### config.mk
export PLATFORM = sky130hd
export DESIGN_NAME = uart_rx_wrapper
export DESIGN_NICKNAME = d
export VERILOG_FILES = /design/src/rtl/uart_rx_wrapper.sv
export SDC_FILE = /design/constraint.sdc
export NUM_CORES = 1
export LEC_CHECK = 0
export ABC_AREA = 1
export BUFFER_PORTS_ARGS = -buffer_cell sky130_fd_sc_hd__clkbuf_2
export CORE_MARGIN = 5
export CORE_UTILIZATION = 30
export CTS_CLUSTER_SIZE = 10
export DETAILED_ROUTE_END_ITERATION = 8
export PLACE_DENSITY = 0.41
export REMOVE_ABC_BUFFERS = 1
export SLEW_MARGIN = 20
export SYNTH_ARGS = -nofsm -noshare
export SYNTH_HDL_FRONTEND = slang
export SYNTH_SLANG_ARGS = --single-unit
### constraint.sdc
create_clock -name UART_clk -period 4.35 [get_ports UART_clk]
set_input_delay 1.0875 -clock UART_clk [delete_from_list [all_inputs] [get_ports UART_clk]]
set_output_delay 1.0875 -clock UART_clk [all_outputs]
set_load 0.05 [all_outputs]
### src/rtl/uart_rx_wrapper.sv
// 8N1 UART receiver: 2-FF synchroniser, mid-bit sampling FSM, RX FIFO. A byte enters the FIFO at mid-stop-bit.
// Reads return data one cycle after rd_en. When the FIFO is full, new bytes are dropped with an overflow pulse.
module uart_rx_wrapper #(
    parameter int CLKS_PER_BIT = 16,
    parameter int DATA_BITS    = 8,
    parameter int FIFO_DEPTH   = 16
) (
    input  logic                          UART_clk,
    input  logic                          rst_n,
    input  logic                          rx,
    input  logic                          rx_enable,
    input  logic                          rd_en,
    output logic [DATA_BITS-1:0]          data_out,
    output logic                          rd_ack,
    output logic                          empty,
    output logic                          full,
    output logic [$clog2(FIFO_DEPTH):0]   count,
    output logic                          overflow,
    output logic                          underflow,
    output logic                          frame_error,
    output logic                          rx_done_tick
);

    localparam int AW = $clog2(FIFO_DEPTH);
    localparam int CW = AW + 1;
    localparam int TW = $clog2(CLKS_PER_BIT);
    localparam int BW = (DATA_BITS > 1) ? $clog2(DATA_BITS) : 1;

    localparam logic [TW-1:0] TICK_HALF = TW'(CLKS_PER_BIT / 2 - 1);
    localparam logic [TW-1:0] TICK_LAST = TW'(CLKS_PER_BIT - 1);
    localparam logic [BW-1:0] BIT_LAST  = BW'(DATA_BITS - 1);
    localparam logic [CW-1:0] CNT_FULL  = CW'(FIFO_DEPTH);

    typedef enum logic [1:0] {
        S_IDLE,
        S_START,
        S_DATA,
        S_STOP
    } state_t;

    logic                 rx_meta_q;
    logic                 rx_s_q;

    state_t               state_q;
    logic [TW-1:0]        tick_q;
    logic [BW-1:0]        bit_q;
    logic [DATA_BITS-1:0] shift_q;
    logic                 rx_done_q;
    logic                 frame_err_q;

    logic [DATA_BITS-1:0] mem_q [FIFO_DEPTH];
    logic [AW-1:0]        wr_ptr_q;
    logic [AW-1:0]        rd_ptr_q;
    logic [CW-1:0]        count_q;
    logic [CW-1:0]        count_d;
    logic [DATA_BITS-1:0] data_out_q;
    logic                 rd_ack_q;
    logic                 overflow_q;
    logic                 underflow_q;

    logic                 push_c;
    logic                 rd_ok;
    logic                 wr_ok;

    // Idle-high line: synchroniser resets to 1 so reset release never looks like a start bit.
    always_ff @(posedge UART_clk or negedge rst_n) begin
        if (!rst_n) begin
            rx_meta_q <= 1'b1;
            rx_s_q    <= 1'b1;
        end else begin
            rx_meta_q <= rx;
            rx_s_q    <= rx_meta_q;
        end
    end

    always_ff @(posedge UART_clk or negedge rst_n) begin
        if (!rst_n) begin
            state_q     <= S_IDLE;
            tick_q      <= '0;
            bit_q       <= '0;
            shift_q     <= '0;
            rx_done_q   <= 1'b0;
            frame_err_q <= 1'b0;
        end else begin
            rx_done_q   <= 1'b0;
            frame_err_q <= 1'b0;
            case (state_q)
                S_IDLE: begin
                    tick_q <= '0;
                    if (rx_enable && !rx_s_q) begin
                        state_q <= S_START;
                    end
                end
                S_START: begin
                    if (tick_q == TICK_HALF) begin
                        tick_q  <= '0;
                        bit_q   <= '0;
                        state_q <= rx_s_q ? S_IDLE : S_DATA;
                    end else begin
                        tick_q <= tick_q + 1'b1;
                    end
                end
                S_DATA: begin
                    if (tick_q == TICK_LAST) begin
                        tick_q         <= '0;
                        shift_q[bit_q] <= rx_s_q;
                        if (bit_q == BIT_LAST) begin
                            state_q <= S_STOP;
                        end else begin
                            bit_q <= bit_q + 1'b1;
                        end
                    end else begin
                        tick_q <= tick_q + 1'b1;
                    end
                end
                S_STOP: begin
                    if (tick_q == TICK_LAST) begin
                        tick_q      <= '0;
                        rx_done_q   <= 1'b1;
                        frame_err_q <= ~rx_s_q;
                        state_q     <= S_IDLE;
                    end else begin
                        tick_q <= tick_q + 1'b1;
                    end
                end
                default: state_q <= S_IDLE;
            endcase
        end
    end

    // A read in the same cycle frees a slot, so a push into a full FIFO still succeeds.
    assign push_c = (state_q == S_STOP) && (tick_q == TICK_LAST) && rx_s_q;
    assign rd_ok  = rd_en && (count_q != '0);
    assign wr_ok  = push_c && ((count_q != CNT_FULL) || rd_ok);

    always_comb begin
        count_d = count_q;
        if (wr_ok && !rd_ok) begin
            count_d = count_q + 1'b1;
        end else if (!wr_ok && rd_ok) begin
            count_d = count_q - 1'b1;
        end
    end

    always_ff @(posedge UART_clk) begin
        if (wr_ok) begin
            mem_q[wr_ptr_q] <= shift_q;
        end
    end

    always_ff @(posedge UART_clk or negedge rst_n) begin
        if (!rst_n) begin
            wr_ptr_q    <= '0;
            rd_ptr_q    <= '0;
            count_q     <= '0;
            data_out_q  <= '0;
            rd_ack_q    <= 1'b0;
            overflow_q  <= 1'b0;
            underflow_q <= 1'b0;
        end else begin
            count_q     <= count_d;
            rd_ack_q    <= rd_ok;
            underflow_q <= rd_en && !rd_ok;
            overflow_q  <= push_c && !wr_ok;
            if (wr_ok) begin
                wr_ptr_q <= wr_ptr_q + 1'b1;
            end
            if (rd_ok) begin
                data_out_q <= mem_q[rd_ptr_q];
                rd_ptr_q   <= rd_ptr_q + 1'b1;
            end
        end
    end

    assign data_out     = data_out_q;
    assign rd_ack       = rd_ack_q;
    assign count        = count_q;
    assign empty        = (count_q == '0);
    assign full         = (count_q == CNT_FULL);
    assign overflow     = overflow_q;
    assign underflow    = underflow_q;
    assign frame_error  = frame_err_q;
    assign rx_done_tick = rx_done_q;

endmodule

# Yosys cells after proc, flatten, opt, wreduce, memory -nomap -nowiden
# Memory sizes are Yosys's and may differ from the RTL's. A register that Yosys moved wholly into a read port is not among the register bits.
# Index checks and enable logic that the tools add are counted.
# Widths: inputs -> output; s select.
# classes
addsub	6
multipliers	0
div_mod_pow	0
magnitude_cmp	2
eq_ne	14
n_shift	0
muxes	25
bitwise_logic	1
n_reduce_logical	24
# ops
cell	count
$add 4x1->4 const B	3
$mux 2	6
$ne 2x2->1 const B	6
$pmux 4 s3	1
$logic_and 1x1->1	10
$mux 5	2
$mux 3	3
$bwmux 8	1
$mux 4	2
$pmux 2 s4	1
$mux 1	7
$pmux 3 s2	1
$add 5x1->5 const B	1
$eq 5x5->1 const B	1
$logic_not 5->1	1
$ne 5x5->1 const B	1
$reduce_and 5->1	1
$reduce_bool 5->1	1
$sub 5x1->5 const B	1
$eq 2x2->1 const B	2
$eq 4x3->1 const B	1
$eq 4x4->1 const B	1
$logic_not 1->1	4
$lt 3x4->1 const B	1
other kinds (12)	13
# totals
ff_bits	37
latchBits	0
ram_bits	128
mem_bits_ro	0
in_bits	5
wordCells	87
memories	1
# memory_table
name	depth	word_bits	read_ports	rd_clocked_by_memory_dff	write_ports	line	text
mem_q	16	8	1	1	1	51	logic [DATA_BITS-1:0] mem_q [FIFO_DEPTH];

# Logic depth before layout (Yosys ltp)
# logic_depth
word_depth	8
depth_mapped	16
depth_no_buf	16

# Worst setup path after synthesis
# No wires, ideal clock.
# synth_path
path_kind	register to register
from	register count_q[1] (netlist: count[1])
to	register count_q[4] (netlist: count[4])
setup_time_ns	0.067
t_arrival_ns	3.055
t_required_ns	4.283
path_slack_ns	1.228
stages_incl_launch_ff	16
path_cell_list	dfrtp_1 -> nor2_1 -> nand2_1 -> nor2_1 -> inv_1 -> nand2_1 -> buf_4 -> ha_1 -> inv_1 -> fa_1 -> a21oi_1 -> nor2_1 -> nor2_1 -> xor2_1 -> nand2_1 -> nand2_1
# synth_between
elab_chain_cells	7
elab_cells_between_ends	14
classes_between	add/sub: 2; eq/ne: 1; mux: 2; reduce/logical: 9
# synth_lines
item	line	text
from (decl)	54	logic [CW-1:0] count_q;
from (signal assigned)	161	count_q <= count_d;
parallel branches: the longest is 7 deep, another holds $sub 5x1->5	-	
# Parallel ways; which one is timed is not known. The select of a mux whose other input is x is not followed.
# A chain may end at the register's enable or synchronous reset.

# Worst setup path after layout
# Same ends and word-level chain as after synthesis.

==> metrics.txt <==
# Post-CTS Setup Buffers 0; final net count 805; grt peak-use layer met2; hold endpoint rx_s_q$_DFF_PN1_; CP max stage delay 450 ps; largest net degree at the start of global routing 67; Slowest cell on crit path dfrtp_1; CTS resizes 0; FF+latch count, synth 173; ANT cells 0; final worst clock skew 13.1 ps; final hold slack 370 ps; post-synth top area cell edfxtp_1; fin area 0.00867 mm2; first-pass GRT wire length 28,000 um; final setup margin 1650 ps; crit-path leading delay family simple AND/OR/NAND/NOR gates; DRC errors left 0; Max IR drop VDD 0.216 mV; Main synth FF type edfxtp_1; final core area utilization 0.344; Filler Cell Count 2,541; Vias 4,994; Initial DRC Count 333; die height 170 um; worst r2r path cells 14; Skew-Pair Late Insertion Delay 420 ps; io pins 25; Port-buffer cells 24; most frequent cells in the layout nand2_1 (228), edfxtp_1 (128), inv_1 (119), nand3_1 (105), dfrtp_1 (42); Synth async-reset ratio 0.260; initial core utilization 0.305; core footprint 0.0252 mm2; post-DP HPWL 11,400 um; final setup violating endpoints 0; status finished, final reports clean; top post-synthesis cells by area edfxtp_1 (50%), dfrtp_1 (14%), nand2_1 (11%); Pwr Density 380 mW/mm2; number of library cell types mapped by synthesis 32; WS Path Type register to register; Placed Area 0.00808 mm2; Yosys top cell area share 0.500; Reg2Reg Setup Slack 1650 ps; die span in x 170 um; die area 0.0289 mm2; Via density 4.42; H-tree levels 4; leakage dissipation 3.80 nW; Area growth, synth to finish 12.9%; Sink Count 173; routed length per placed instance 15.8 um; critical path launch point type register; gr usage total 0.128; hold crit path type register to register; met2 Track Usage GR 0.216; Clk Tree Root Cell clkbuf_16; Reg-to-Reg Start count[1]$_DFFE_PN0P_; Max Freq 370 MHz; met1 Use GR 0.168; ANT nets after route 0; met3 usage 0.0209; Fin Setup TNS 0 ps; crit path buf inv count 2; CTS tree built; cts hold-fix bufs 0; Worst EP arrival 3060 ps; Synth Cell Area 0.00768 mm2; Worst slew margin 0.431; Rows 58; Worst Path Required 4710 ps; final hold viol count 0; CTS clk-pin slew, worst paths 70 ps; cell count after synthesis 769; vias in the first global route 4,983; critical path endpoint category register; Max clock buf depth 2; final WL 17,800 um; Remaining Overflow, GRT 0; R2R Path End count[4]$_DFFE_PN0P_; crit path cell chain nor2_1, nand2_1, nor2_1, inv_1, nand2_1, ha_1, inv_1, fa_1, a21oi_1, nor2_1, nor2_1, xor2_1, nand2_1, nand2_1; worst hold path depth 0; fin crit share 0.621; critical path fanouts, max 11; Post-synth EDFFs 128; First-pass DRT Iterations 4; post-synthesis sequential area ratio 0.647; most common cell after layout, fill and taps aside nand2_1; Slew @ Worst Pin 850 ps; Max-cap violations 0; hold_sp rx_meta_q$_DFF_PN1_; TritonCTS Buffers 17; pre-CTS setup slack 1300 ps; Final Wtd Congestion 0.821; fin crit period 2700 ps; final count of pins violating max slew 0; RSZ-0062 raised after global routing no; Yosys Warn Count 0; share of layout cells above drive strength 1 0.0975; initial antenna violation count 0; Mean Syn Cell Area 9.99 um2
-- cell families after synthesis --
| kind of cell | count (synthesis) | synth area share |
|---|---|---|
| buf+inv | 154 | 0.0835 |
| compound gates | 28 | 0.0213 |
| fa+ha+maj | 13 | 0.0221 |
| simple gates | 392 | 0.216 |
| xor+xnor | 9 | 0.0103 |
| flops | 173 | 0.647 |
-- Yosys cell counts (2+ instances only) --
| master | count |
|---|---|
| buf_4 | 9 |
| a31oi_1 | 3 |
| clkbuf_1 | 2 |
| clkinv_1 | 2 |
| nand3_1 | 105 |
| inv_2 | 3 |
| o21ai_0 | 11 |
| nand2_2 | 7 |
| xor2_1 | 8 |
| nor2_1 | 41 |
| nor3_1 | 6 |
| dfrtp_1 | 43 |
| inv_1 | 120 |
| edfxtp_1 | 128 |
| dfstp_2 | 2 |
| ha_1 | 12 |
| a21oi_1 | 7 |
| buf_2 | 16 |
| nor2_4 | 2 |
| o21ai_1 | 3 |
| nand2_1 | 228 |
-- area by class of cell --
cell class                 count  area, um2  area share
timing repair buffer          27        143      0.0164
tap                          330        413      0.0476
inverter                     126        478      0.0551
clock buffer                  26        551      0.0635
clock inverter                 6       46.3     0.00534
sequential                   173       4970       0.573
multi-input combinational    442       2070       0.239
-- metrics by stage --
stage	power [mW]	std cells
floorplan	1.81	741
global placement	1.83	1098
detailed placement	1.83	1098
CTS	3.34	1130
global route	3.42	1130
finish	3.30	1130
-- flip-flops by register name (all words and copies together) (netlist names), 3 cells and up, named ones only --
signal    cells
rd_ptr_q      4
data_out      8
shift_q       8
count         5
mem_q       128
wr_ptr_q      4
bit_q         3
tick_q        4
-- power by group --
group          internal [mW]  total, mW  switching (mW)
registers               1.76       1.78          0.0104
clock network          0.882       1.51           0.625
logic                0.00332     0.0172          0.0139
total                   2.65       3.30           0.649
-- metal layers --
| metal | share of wire | up-vias |
|---|---|---|
| met5 | 0 | - |
| met4 | 0.013 | 0 |
| met3 | 0.023 | 17 |
| met2 | 0.50 | 54 |
| met1 | 0.47 | 2421 |
| li1 | - | 2502 |
-- worst register-to-register path: cells and delay by family (launching register included) --
family	cells	cell delay, ps
adder cells (fa/ha/maj)	2	700
AND/OR/NAND/NOR	8	1010
AO/OA/AOI/OAI	1	170
flip-flops	1	450
XOR/XNOR	1	150
buffers and inverters	2	180
-- how the worst max path moves through the flow --
stage | start | slack [ps] | cells after the start | end
finish | count[1]$_DFFE_PN0P_ | 1650 | 14 | count[4]$_DFFE_PN0P_
global route | count[1]$_DFFE_PN0P_ | 1350 | 14 | count[4]$_DFFE_PN0P_
global placement | rd_en | 1310 | 11 | count[4]$_DFFE_PN0P_
CTS | count[1]$_DFFE_PN0P_ | 1650 | 14 | count[4]$_DFFE_PN0P_
detailed placement | rd_en | 1300 | 11 | count[4]$_DFFE_PN0P_
floorplan | count[1]$_DFFE_PN0P_ | 1180 | 14 | count[4]$_DFFE_PN0P_
Power figures use the tool's default switching activity.
